### src/rtl/shadowmask_loader.sv
// Shadow-mask overlay loader: on start it fetches a preset (header word plus
// 64 three-bit LUT entries) from pattern memory and writes it to the mask's
// command port. Single host commands share the port through a one-entry slot.
// A loader write always wins the port; the slot drains in non-writing cycles.
module shadowmask_loader #(
  parameter int ADDR_W        = 8,
  parameter int PRESET_STRIDE = 32
) (
  input  logic              clk_sys,
  input  logic              reset,
  input  logic              start,
  input  logic [2:0]        preset,
  input  logic [2:0]        cfg,
  output logic              rom_rd,
  output logic [ADDR_W-1:0] rom_addr,
  input  logic              rom_ack,
  input  logic [15:0]       rom_data,
  input  logic              host_wr,
  input  logic [15:0]       host_cmd,
  output logic              host_ready,
  output logic              cmd_wr,
  output logic [15:0]       cmd_in,
  output logic              busy,
  output logic              done
);

  typedef enum logic [3:0] {
    S_IDLE, S_DIS, S_HDR, S_WV, S_WH, S_FETCH,
    S_LUT0, S_LUT1, S_LUT2, S_LUT3, S_FIN
  } state_e;

  state_e              state_q, state_d;
  logic [4:0]          n_q, n_d;          // memory word index within the preset
  logic [2:0]          preset_q, cfg_q;
  logic [11:0]         data_q;            // last fetched word (payload bits only)
  logic                rom_rd_q;
  logic [ADDR_W-1:0]   rom_addr_q;
  logic                cmd_wr_q, busy_q, done_q;
  logic [15:0]         cmd_in_q;
  logic                slot_full_q;
  logic [15:0]         slot_q;

  logic                rom_hit;
  logic                rd_d;
  logic [ADDR_W-1:0]   base;
  logic [11:0]         word;
  logic [3:0]          lut_grp;
  logic                ld_wr;
  logic [15:0]         ld_cmd;
  logic                issue;
  logic                unused_hi;

  // Header bits [15:8] and LUT word bits [15:12] carry no information.
  assign unused_hi = ^rom_data[15:12];

  // An ack only counts while a read is actually outstanding.
  assign rom_hit = rom_rd_q & rom_ack;
  assign base    = ADDR_W'(int'(preset_q) * PRESET_STRIDE);
  assign rd_d    = (state_d == S_HDR) || (state_d == S_FETCH);

  // Next-state and word-index sequencing.
  // NOTE: every always_comb output gets a default first so no path leaves it unassigned (no latch).
  always_comb begin
    state_d = state_q;
    n_d     = n_q;
    unique case (state_q)
      S_IDLE:  if (start) begin
                 state_d = S_DIS;
                 n_d     = 5'd0;
               end
      S_DIS:   state_d = S_HDR;
      S_HDR:   if (rom_hit) state_d = S_WV;
      S_WV:    state_d = S_WH;
      S_WH:    begin
                 state_d = S_FETCH;
                 n_d     = 5'd1;
               end
      S_FETCH: if (rom_hit) state_d = S_LUT0;
      S_LUT0:  state_d = S_LUT1;
      S_LUT1:  state_d = S_LUT2;
      S_LUT2:  state_d = S_LUT3;
      S_LUT3:  if (n_q == 5'd16) begin
                 state_d = S_FIN;
               end else begin
                 state_d = S_FETCH;
                 n_d     = n_q + 5'd1;
               end
      S_FIN:   state_d = S_IDLE;
      default: state_d = S_IDLE;
    endcase
  end

  // Loader command for the state being entered; the word just acked is used
  // directly so the write can follow the ack by one cycle.
  // LUT layout: {3'b011, 3'b000, idx[5:0], 1'b0, entry[2:0]}.
  always_comb begin
    word    = rom_hit ? rom_data[11:0] : data_q;
    lut_grp = n_q[3:0] - 4'd1;
    ld_wr   = 1'b1;
    ld_cmd  = 16'h0000;
    unique case (state_d)
      S_DIS:   ld_cmd = 16'h0000;
      S_WV:    ld_cmd = {3'b001, 9'b0, word[7:4]};
      S_WH:    ld_cmd = {3'b010, 9'b0, word[3:0]};
      S_LUT0:  ld_cmd = {3'b011, 3'b000, lut_grp, 2'd0, 1'b0, word[2:0]};
      S_LUT1:  ld_cmd = {3'b011, 3'b000, lut_grp, 2'd1, 1'b0, word[5:3]};
      S_LUT2:  ld_cmd = {3'b011, 3'b000, lut_grp, 2'd2, 1'b0, word[8:6]};
      S_LUT3:  ld_cmd = {3'b011, 3'b000, lut_grp, 2'd3, 1'b0, word[11:9]};
      S_FIN:   ld_cmd = {13'b0, cfg_q};
      default: ld_wr  = 1'b0;
    endcase
  end

  // Host slot drains only into cycles the loader leaves free.
  assign issue = slot_full_q & ~ld_wr;

  // FSM state, memory interface, command port and host slot registers.
  // NOTE: sequential state uses non-blocking assignments so every register samples pre-edge values.
  always_ff @(posedge clk_sys or posedge reset) begin
    if (reset) begin
      state_q     <= S_IDLE;
      n_q         <= 5'd0;
      preset_q    <= 3'd0;
      cfg_q       <= 3'd0;
      data_q      <= 12'd0;
      rom_rd_q    <= 1'b0;
      rom_addr_q  <= '0;
      cmd_wr_q    <= 1'b0;
      cmd_in_q    <= 16'h0000;
      busy_q      <= 1'b0;
      done_q      <= 1'b0;
      slot_full_q <= 1'b0;
      slot_q      <= 16'h0000;
    end else begin
      state_q <= state_d;
      n_q     <= n_d;
      if (state_q == S_IDLE && start) begin
        preset_q <= preset;
        cfg_q    <= cfg;
      end
      if (rom_hit) data_q <= rom_data[11:0];
      rom_rd_q <= rd_d;
      if (rd_d) rom_addr_q <= base + ADDR_W'(n_d);

      cmd_wr_q <= ld_wr | issue;
      if (ld_wr)      cmd_in_q <= ld_cmd;
      else if (issue) cmd_in_q <= slot_q;

      if (issue) begin
        slot_full_q <= 1'b0;
      end else if (host_wr && !slot_full_q) begin
        slot_full_q <= 1'b1;
        slot_q      <= host_cmd;
      end

      busy_q <= (state_d != S_IDLE);
      done_q <= (state_d == S_FIN);
    end
  end

  assign rom_rd     = rom_rd_q;
  assign rom_addr   = rom_addr_q;
  assign cmd_wr     = cmd_wr_q;
  assign cmd_in     = cmd_in_q;
  assign busy       = busy_q;
  assign done       = done_q;
  assign host_ready = ~slot_full_q;

endmodule

### config.mk
export PLATFORM = sky130hd
export DESIGN_NAME = shadowmask_loader
export DESIGN_NICKNAME = d
export VERILOG_FILES = /design/src/rtl/shadowmask_loader.sv
export SDC_FILE = /design/constraint.sdc
export NUM_CORES = 1
export LEC_CHECK = 0
export CORE_MARGIN = 4
export CORE_UTILIZATION = 30
export DETAILED_ROUTE_END_ITERATION = 10
export PLACE_DENSITY = 0.51
export RECOVER_POWER = 50
export SYNTH_ARGS = -nofsm -noshare
export SYNTH_HDL_FRONTEND = slang
export SYNTH_SLANG_ARGS = --single-unit
### constraint.sdc
create_clock -name clk_sys -period 2.7 [get_ports clk_sys]
set_input_delay 0.54 -clock clk_sys [delete_from_list [all_inputs] [get_ports clk_sys]]
set_output_delay 0.54 -clock clk_sys [all_outputs]
set_load 0.02 [all_outputs]
==> run_results.csv <==
group,metric,value,unit
routing,ant_nets,0,
global_routing,grt_max_degree,38,
sta,hold_viol,0,
routing,wire_per_inst,15.9,um
cts,cts.sinks,72,
global_routing,grt_overflow,0,
power,p_per_area,1320,nW/um^2
floorplan,io_pins,72,
placed_design,dpl.hpwl,6240,um
synth,synth.avg_cell_area,11.7,sq um
job,cap_violations,0,
synth,synth_edf_count,0,
cells_and_area,diodes,0,
worst_hold_path,worst_hold_path_type,"register to register",
worst_setup_path,critPathSlowestCell,"clkdlybuf4s50_1",
cts,post_cts.repair.setup_buffers,0,
synth,synth_fp_nets,339,
outcome,outcome,"finished, final reports clean",
cts,ctsResizeCount,0,
routing,viasPerCell,4.85,
floorplan,start_util,31.2,%
global_routing,first_global_vias,2659,
worst_setup_path,cp_num_buf_inv,2,
global_routing,antenna_found_initial,0,
placed_design,place_congestion,0.855,
cells_and_area,nets,422,
floorplan,die_w,115,um
synth,ys_types,49,
worst_setup_path,crit_family,"buffers and inverters",
synth,synth-seq-area-share,52.7,%
sta,rsz0062_at_grt,"no",
synth,syn_inst,293,
sta,fin_crit_sh,90.0,%
routing,wirelength,8280,um
synth,synth_flop_cell,"dfrtp_1",
cells_and_area,layout-drive-gt1-share,19.2,%
sta,finalCriticalPeriod,2.43,ns
placed_design,preCtsSetupSlack,-0.0349,ns
worst_setup_path,endpoint_kind,"register",
sta,clock_skew,0.00836,ns
cts,clockBufferDepth,2,
cells_and_area,nFillCells,1053,
sta,timing.final.ws_setup,0.271,ns
routing,via_count,2529,
sta,worst_hold_slack,0.487,ns
cts,numCtsBuffers,9,
floorplan,core,11000,sq um
worst_setup_path,worstPathArrival,2.64,ns
global_routing,grt_util_all_layers,13.6,%
global_routing,grt_pass1_wl,13900,um
cts,cts_tree,"yes",
worst_setup_path,crit_type,"input port to register",
cts,ctsHtreeMaxLevel,3,
cts,clk-insertion-delay-late,0.33,ns
worst_setup_path,cpPeakStageDelay,0.53,ns
power,power_leakage,0.00205,uW
worst_setup_path,crit_fanout,8,
synth,synthArstFlopShare,100,%
worst_setup_path,cp.required,2.91,ns
cts,clkTransAtPathRegs,0.06,ns
sta,maxSlewHeadroom,39.1,%
cells_and_area,final_common_cell,"dfrtp_1",
cts,root_buffer,"clkbuf_16",
placed_design,port-buffer-count,67,
worst_setup_path,crit_path_start_kind,"input port",
cells_and_area,syn_to_final_growth,37.9,%
cts,cts_hold_buffers,0,
routing,drc,0,
power,peakVddDrop,0.457,mV
sta,setup_viol,0,
routing,first_pass_iters,4,
worst_setup_path,crit_chain,"clkdlybuf4s50_1 -> and2_0 -> buf_4 -> mux2_1 -> nor3b_1 -> a221o_1 -> o32a_1",
synth,yosys_warnings,0,
synth,netlist_area,3420,sq um
routing,drt_iter0_markers,66,
synth,ys_ff_latch,72,
floorplan,core.rowCount,38,
sta,worstMarginPinSlew,0.913,ns
sta,tns,0,ns
floorplan,dieHeight,115,um
sta,finalMaxSlewViolations,0,
cells_and_area,final_cell_mix,"72 x dfrtp_1, 65 x clkdlybuf4s50_1, 31 x mux2_2, 21 x nand2_1, 18 x buf_4",
floorplan,die_area,13200,sq um
sta,max_freq,412,MHz
worst paths after layout:
kind / slack, ns / to / start / cells after the start
setup reg to reg: 0.44 / rom_addr[5]$_DFFE_PP0P_ / n_q[0]$_DFF_PP0_ / 7
setup / recovery: 0.27 / cmd_in[0]$_DFFE_PP0P_ / rom_ack / 7
min in group asynchronous: 0.79 / slot_q[10]$_DFFE_PP0P_ / reset / 2
hold / removal: 0.49 / data_q[0]$_DFF_PP0_ / data_q[0]$_DFF_PP0_ / 2
hold reg to reg: 0.49 / data_q[0]$_DFF_PP0_ / data_q[0]$_DFF_PP0_ / 2
max in group asynchronous: 0.54 / data_q[5]$_DFF_PP0_ / reset / 3
per-stage QoR:
| step | util, % | instance area [sq um] | power, uW | std cells |
|---|---|---|---|---|
| after floorplan | - | 3420 | 3800 | 293 |
| after global placement | 39.9 | 4380 | 4830 | 505 |
| after detailed placement | 39.9 | 4380 | 4860 | 505 |
| after CTS | 43.2 | 4740 | 6330 | 521 |
| after global routing | 43.0 | 4720 | 6680 | 521 |
| final | 43.0 | 4720 | 6220 | 521 |
power by group:
part | internal, uW | leakage, uW | total, uW | switching, uW
Clock | 998 | 0.000174 | 1440 | 441
Combinational | 1510 | 0.000995 | 2930 | 1430
Sequential | 1570 | 0.000883 | 1850 | 282
Total | 4070 | 0.00205 | 6220 | 2150
area by class of cell:
class | instances | area, sq um | share of cell area (%)
well taps | 140 | 175 | 3.71
inverters | 13 | 48.8 | 1.03
clock inverters | 5 | 129 | 2.73
flip-flops and latches | 72 | 1800 | 38.2
clock buffers | 11 | 233 | 4.93
repair buffers | 89 | 838 | 17.8
multi-input cells | 191 | 1490 | 31.7
worst reg2reg max path, stage by stage, from the launching register on:
cell	delay, ns
dfrtp_1	0.44
inv_1	0.13
ha_1	0.17
nand4bb_1	0.11
nor2b_1	0.18
a211oi_4	0.25
mux2i_4	0.47
mux2_2	0.39
cells by family after synthesis:
| kind of cell | count (synthesis) | synth area share [%] |
|---|---|---|
| xor+xnor | 3 | 0.768 |
| simple gates | 74 | 11.3 |
| buf+inv | 30 | 3.69 |
| flops | 72 | 52.7 |
| mux | 47 | 15.4 |
| fa+ha+maj | 3 | 1.10 |
| compound gates | 64 | 15.1 |
layer usage:
layer  share of wire [%]  global-route usage [%]
met5                   0                       0
met4                 1.2                    4.23
met3                 6.7                    4.74
met2                  45                    20.4
met1                  47                    18.5
synthesized netlist by cell type, drive strengths merged (2+ instances only):
| cell type | instances | area, sq um |
|---|---|---|
| dfrtp | 72 | 1800 |
| mux2 | 35 | 394 |
| nand2 | 21 | 78.8 |
| nor2 | 16 | 60.1 |
| inv | 13 | 48.8 |
| mux2i | 12 | 133 |
| clkbuf | 10 | 37.5 |
| nor2b | 10 | 62.6 |
| o21ai | 10 | 50.1 |
| a2bb2oi | 9 | 78.8 |
| buf | 7 | 40.0 |
| a21oi | 6 | 30.0 |
| o22a | 6 | 52.6 |
| a21o | 5 | 37.5 |
| nand2b | 5 | 31.3 |
| nand3 | 4 | 20.0 |
| nor3b | 4 | 30.0 |
| o31ai | 4 | 30.0 |
| a221o | 3 | 30.0 |
| a32oi | 3 | 26.3 |
| ha | 3 | 37.5 |
| nor3 | 3 | 15.0 |
| o22ai | 3 | 18.8 |
| o32a | 3 | 30.0 |
| xnor2 | 3 | 26.3 |
| a211oi | 2 | 27.5 |
| and2 | 2 | 12.5 |
| nand4bb | 2 | 22.5 |
| o2bb2ai | 2 | 36.3 |
| or3 | 2 | 12.5 |
registers in the layout, summed over array words and instances, names as in the netlist:
name	cells
busy	1
cfg_q	3
cmd_in	16
cmd_wr	1
data_q	12
done	1
n_q	5
preset_q	3
rom_addr	8
rom_rd	1
slot_full_q	1
slot_q	16
state_q	4
(Power assumes the default switching activity.)
